<file path="config.mk">
export PLATFORM = sky130hd
export DESIGN_NAME = load_data_align_flat
export DESIGN_NICKNAME = d
export VERILOG_FILES = /design/src/rtl/load_data_align_pkg.sv /design/src/rtl/load_data_align_if.sv /design/src/rtl/load_data_align_extract.sv /design/src/rtl/load_data_align.sv /design/src/flat_wrapper.sv
export SDC_FILE = /design/constraint.sdc
export NUM_CORES = 1
export LEC_CHECK = 0
export BUFFER_PORTS_ARGS = -buffer_cell sky130_fd_sc_hd__clkbuf_2
export CORE_MARGIN = 5
export CORE_UTILIZATION = 40
export CTS_BUF_LIST = sky130_fd_sc_hd__clkbuf_8
export DETAILED_ROUTE_END_ITERATION = 10
export PLACE_DENSITY = 0.69
export SLEW_MARGIN = 20
export SYNTH_ARGS = -nofsm -noshare
export SYNTH_HDL_FRONTEND = slang
export SYNTH_SLANG_ARGS = --single-unit
</file>
<file path="constraint.sdc">
create_clock -name clk -period 2.9 [get_ports clk]
set_clock_uncertainty 0.15 [all_clocks]
set_input_delay 0.145 -clock clk [delete_from_list [all_inputs] [get_ports clk]]
set_output_delay 0.145 -clock clk [all_outputs]
set_load 0.005 [all_outputs]
</file>
<file path="src/rtl/load_data_align_pkg.sv">
// load_data_align_pkg: opcode/funct3 constants and the per-load metadata carried across memory latency
package load_data_align_pkg;
    localparam logic [6:0] OPC_LOAD = 7'b0000011;
    localparam logic [2:0] FNC_LB   = 3'd0;
    localparam logic [2:0] FNC_LH   = 3'd1;
    localparam logic [2:0] FNC_LW   = 3'd2;
    localparam logic [2:0] FNC_LBU  = 3'd4;
    localparam logic [2:0] FNC_LHU  = 3'd5;
    typedef struct packed {
        logic [2:0] funct3;
        logic [1:0] off;
        logic [4:0] rd;
    } meta_t;
endpackage

</file>
<file path="src/rtl/load_data_align_if.sv">
// load_data_align_if: issue, pipeline control, BRAM read word and aligned load result
interface load_data_align_if;
    logic        stall;
    logic        flush;
    logic        issue_valid;
    logic [6:0]  issue_opcode;
    logic [2:0]  issue_funct3;
    logic [1:0]  issue_addr_lo;
    logic [4:0]  issue_rd;
    logic [31:0] mem_rdata;
    logic        ld_valid;
    logic [31:0] ld_data;
    logic [4:0]  ld_rd;
    logic        ld_misalign;
    logic        ld_illegal;
    modport master (
        output stall, flush, issue_valid, issue_opcode, issue_funct3, issue_addr_lo, issue_rd, mem_rdata,
        input  ld_valid, ld_data, ld_rd, ld_misalign, ld_illegal
    );
    modport slave (
        input  stall, flush, issue_valid, issue_opcode, issue_funct3, issue_addr_lo, issue_rd, mem_rdata,
        output ld_valid, ld_data, ld_rd, ld_misalign, ld_illegal
    );
endinterface

</file>
<file path="src/rtl/load_data_align_extract.sv">
// load_extract: selects, aligns and extends the addressed bytes of a word; flags faults
module load_extract
    import load_data_align_pkg::*;
(
    input  logic [2:0]  funct3,
    input  logic [1:0]  off,
    input  logic [31:0] word,
    output logic [31:0] data,
    output logic        misalign,
    output logic        illegal
);
    logic [15:0] h;
    always_comb begin
        h        = 16'(word >> {off, 3'b000});
        illegal  = !(funct3 inside {FNC_LB, FNC_LH, FNC_LW, FNC_LBU, FNC_LHU});
        misalign = ((funct3 == FNC_LH || funct3 == FNC_LHU) && off == 2'd3) || (funct3 == FNC_LW && off != 2'd0);
        data     = (illegal || misalign) ? 32'd0 :
                   funct3 == FNC_LB  ? {{24{h[7]}}, h[7:0]} :
                   funct3 == FNC_LBU ? {24'd0, h[7:0]} :
                   funct3 == FNC_LH  ? {{16{h[15]}}, h} :
                   funct3 == FNC_LHU ? {16'd0, h} : word;
    end
endmodule

</file>
<file path="src/rtl/load_data_align.sv">
// load_data_align: tracks in-flight loads across BRAM latency and delivers aligned writeback data
module load_data_align
    import load_data_align_pkg::*;
#(
    parameter int MEM_LATENCY = 1
) (
    input  logic             clk,
    input  logic             rst_n,
    load_data_align_if.slave bus
);
    meta_t                  meta [MEM_LATENCY];
    logic [MEM_LATENCY-1:0] vld;
    logic                   hold_vld;
    logic [31:0]            hold_data;
    logic [31:0]            data;
    logic                   accept;
    logic                   fin;
    logic                   out_vld;
    logic                   misalign;
    logic                   illegal;
    assign accept  = bus.issue_valid && bus.issue_opcode == OPC_LOAD && !bus.stall && !bus.flush;
    assign fin     = vld[MEM_LATENCY-1];
    assign out_vld = fin && rst_n && !bus.flush;
    always_ff @(posedge clk) begin
        if (!rst_n || bus.flush) begin
            vld      <= '0;
            hold_vld <= 1'b0;
        end else if (!bus.stall) begin
            vld      <= MEM_LATENCY'({vld, accept});
            hold_vld <= 1'b0;
        end else if (fin) begin
            hold_vld <= 1'b1;
        end
    end
    // BRAM output is only trustworthy on the first stalled cycle, so capture it there
    always_ff @(posedge clk) begin
        if (!bus.stall) begin
            meta[0] <= {bus.issue_funct3, bus.issue_addr_lo, bus.issue_rd};
            for (int i = 1; i < MEM_LATENCY; i++) meta[i] <= meta[i-1];
        end
        if (fin && bus.stall && !hold_vld) hold_data <= bus.mem_rdata;
    end
    load_extract u_extract (
        .funct3   (meta[MEM_LATENCY-1].funct3),
        .off      (meta[MEM_LATENCY-1].off),
        .word     (hold_vld ? hold_data : bus.mem_rdata),
        .data     (data),
        .misalign (misalign),
        .illegal  (illegal)
    );
    assign bus.ld_valid    = out_vld;
    assign bus.ld_data     = out_vld ? data : 32'd0;
    assign bus.ld_rd       = out_vld ? meta[MEM_LATENCY-1].rd : 5'd0;
    assign bus.ld_misalign = out_vld && misalign;
    assign bus.ld_illegal  = out_vld && illegal;
endmodule

</file>
<file path="src/flat_wrapper.sv">
// flat-port wrapper written by rule: the top's interface ports become plain ports
module load_data_align_flat import load_data_align_pkg::*;
#(
    parameter int MEM_LATENCY = 1
)
  (clk, rst_n, bus_stall, bus_flush, bus_issue_valid, bus_issue_opcode, bus_issue_funct3, bus_issue_addr_lo, bus_issue_rd, bus_mem_rdata, bus_ld_valid, bus_ld_data, bus_ld_rd, bus_ld_misalign, bus_ld_illegal);
  load_data_align_if bus_i ();
  input  logic clk;
  input  logic rst_n;
  input wire logic [$bits(bus_i.stall)-1:0] bus_stall;
  input wire logic [$bits(bus_i.flush)-1:0] bus_flush;
  input wire logic [$bits(bus_i.issue_valid)-1:0] bus_issue_valid;
  input wire logic [$bits(bus_i.issue_opcode)-1:0] bus_issue_opcode;
  input wire logic [$bits(bus_i.issue_funct3)-1:0] bus_issue_funct3;
  input wire logic [$bits(bus_i.issue_addr_lo)-1:0] bus_issue_addr_lo;
  input wire logic [$bits(bus_i.issue_rd)-1:0] bus_issue_rd;
  input wire logic [$bits(bus_i.mem_rdata)-1:0] bus_mem_rdata;
  output wire logic [$bits(bus_i.ld_valid)-1:0] bus_ld_valid;
  output wire logic [$bits(bus_i.ld_data)-1:0] bus_ld_data;
  output wire logic [$bits(bus_i.ld_rd)-1:0] bus_ld_rd;
  output wire logic [$bits(bus_i.ld_misalign)-1:0] bus_ld_misalign;
  output wire logic [$bits(bus_i.ld_illegal)-1:0] bus_ld_illegal;
  assign bus_i.stall = bus_stall;
  assign bus_i.flush = bus_flush;
  assign bus_i.issue_valid = bus_issue_valid;
  assign bus_i.issue_opcode = bus_issue_opcode;
  assign bus_i.issue_funct3 = bus_issue_funct3;
  assign bus_i.issue_addr_lo = bus_issue_addr_lo;
  assign bus_i.issue_rd = bus_issue_rd;
  assign bus_i.mem_rdata = bus_mem_rdata;
  assign bus_ld_valid = bus_i.ld_valid;
  assign bus_ld_data = bus_i.ld_data;
  assign bus_ld_rd = bus_i.ld_rd;
  assign bus_ld_misalign = bus_i.ld_misalign;
  assign bus_ld_illegal = bus_i.ld_illegal;
  load_data_align #(.MEM_LATENCY(MEM_LATENCY)) u_core (.clk(clk), .rst_n(rst_n), .bus(bus_i));
endmodule
</file>
==> reports/metrics.yaml <==
finish:
  postLayoutCellArea_um2: 3820
  stdcell_count: 458
  n_antenna_cell: 0
  syn_to_final_growth_pct: 41.0
  final_cell_mix: "clkbuf_2 (93), dlygate4sd3_1 (45), edfxtp_1 (42)"
  final_nets: 432
  layout_commonest_cell: "clkbuf_2"
  drive_above_1_share_pct: 37.0
synth:
  synth_nets: 300
  ys_warn_count: 0
  ys_seq_area_share_pct: 48.0
  ys_types: 45
  ys_async_sr_fraction_pct: 0
  ys_ff_latch: 44
  netlist_area_um2: 2710
  avgSynthCellArea_um2: 11.0
  synth_flop_cell: "edfxtp_1"
  synth-edff-count: 42
  synthCells: 246
sta:
  hold_viol_final: 0
  setup-tns-final_ns: 0
  period_needed_ns: 2.74
  rsz0062_at_grt: "no"
  clock.fmax_mhz: 365
  tightest_slew_ns: 0.529
  max_slew_margin_pct: 64.8
  slew_violations: 0
  setup_slack_ns: 0.162
  finalCritPeriodShare_pct: 94.4
  setup_viol: 0
flow_run:
  drv_cap: 0
worst_setup_path:
  critPathLaunchType: "input pin"
  critPathCaptureType: "output pin"
  cp.arrival_ns: 2.44
  crit_fanout: 15
  worstSetupPathType: "input pin to output pin"
  required_ns: 2.61
clocking:
  path_clk_slew_ns: 0.07
  htreeDepth: 2
  cts_made_buffers: 5
  cts_resized: 0
  clockBufferDepth: 2
  cts_root_buffer: "clkbuf_8"
  clock_latency_ns: 0.30
  cts.sinks: 44
  cts_tree: "yes"
detailed_routing:
  vias: 2498
  vias_per_cell: 5.45
  drtIter0Drc: 196
  routed_wl_um: 8100
  drc_errors: 0
  wl_per_cell_um: 17.7
  ant_nets: 0
  first_pass_iters: 6
grt:
  grt_use_total_pct: 19.1
  antenna_found_initial: 0
  grt-ovfl-total: 0
  grt_max_degree: 33
  grt_pass1_wl_um: 13000
  grt_pass1_vias: 2698
place:
  portBuffers: 93
  hpwlAfterDp_um: 5780
  gp_congestion: 0.945
  place_ws_ns: 0.525
  dp_cells: 406
  place_area_um2: 3240
power:
  powerDensity_nw_per_um2: 404
  leakage_nw: 1.48
  pwr-share-seq_pct: 47.0
  switching_power_mw: 0.366
  ir_worst_vdd_uv: 265
  p_total_mw: 1.54
  pwr-share-clk_pct: 36.2
  p_int_mw: 1.18
  p_comb_share_pct: 16.9
  swShare_pct: 23.7
die:
  pin_count: 94
  die-width_um: 92.4
  fp.dieH_um: 92.4
  start_util_pct: 40.6
  dieArea_um2: 8530
  core_area_um2: 6680
  fp-row-count: 30
worst_hold_path:
  hold_path_class: "input pin to flop"
outcome:
  status: "finished clean"
power groups by stage:
stage	Sequential (mW)	Combinational, mW	Clock [mW]
floorplan	0.726	0.149	0
global placement	0.738	0.205	0
detailed placement	0.739	0.209	0
CTS	0.724	0.257	0.562
global route	0.728	0.285	0.589
finish	0.725	0.260	0.558
cell families (layout without fill, tap and decap cells):
family / count (synthesis) / after routing / synth area share [%]
compound gates: 86 / 86 / 21.5
flops: 44 / 44 / 48.0
buf+inv: 25 / 157 / 4.34
mux: 35 / 35 / 15.4
simple gates: 56 / 56 / 10.8
cells in the mapped netlist (2+ instances only):
cell type	instances	area (µm²)
o21ai_1	8	40.0
dfxtp_1	2	40.0
buf_6	2	22.5
nor3_1	3	15.0
mux2_4	4	60.1
a21oi_2	7	61.3
nand2_1	10	37.5
o221ai_1	7	61.3
a21boi_0	5	37.5
o211ai_1	5	37.5
mux2_2	7	78.8
nor2b_1	3	18.8
o22ai_1	2	12.5
edfxtp_1	42	1260
and3b_1	2	17.5
nor4b_1	2	17.5
mux4_2	3	67.6
mux2i_1	21	210
buf_2	6	30.0
clkbuf_1	12	45.0
o2bb2ai_1	2	17.5
and2_1	5	31.3
o22a_1	5	43.8
nor2_1	22	82.6
a21oi_1	22	110
o21ai_0	13	65.1
inv_1	4	15.0
nand2b_1	3	18.8
worst max-delay path: stages:
cell and delay, ns:
dlygate4sd3_1 0.54, clkbuf_2 0.12, mux2_4 0.29, mux4_2 0.66, o21bai_2 0.44, a21oi_1 0.10, clkbuf_2 0.14
metrics by stage:
step | util [%] | hold WS, ns
after floorplan | - | 0.0743
after global placement | 48.6 | 0.172
after detailed placement | 48.6 | 0.174
after CTS | 57.2 | 0.0768
after global routing | 57.2 | 0.123
final | 57.2 | 0.0737
path summary, 6_finish.rpt:
path                     endpoint         startpoint  cells after the start  slack, ns
setup / recovery  bus_ld_data[23]  bus_mem_rdata[31]                      7       0.16
setup reg to reg  u_core.hold_vld    u_core.hold_vld                      4       0.92
hold reg to reg        u_core.fin         u_core.fin                      3       0.53
hold / removal         u_core.fin          bus_stall                      3       0.07
timing repair:
action,4_1_cts,5_1_grt
endpoints found under the hold margin,44,0
hold buffers,45,0
buffers inserted,0,0
flip-flops by register name (all words and copies together), names as in the netlist:
register,flops
u_core.hold_data,32
u_core.meta,10
u_core.fin,1
u_core.hold_vld,1
layer usage:
layer  global-route usage (%)  routed length (µm)  up-vias  share of wire [%]
met5                        0                   0        -                  0
met4                     5.69                 170        0                2.1
met3                     3.66                 457       17                5.6
met2                     34.4                4130      109                 51
met1                     23.0                3340     1165                 41
li1                         -                   -     1207                  -
layout make-up:
type,instances,area (µm²)
clock buffers,5,68.8
clock inverters,2,60.1
fillers,606,2860
inverters,4,15.0
multi-input cells,177,1300
flip-flops and latches,44,1300
well taps,80,100
repair buffers,146,976
(Power assumes the default switching activity.)
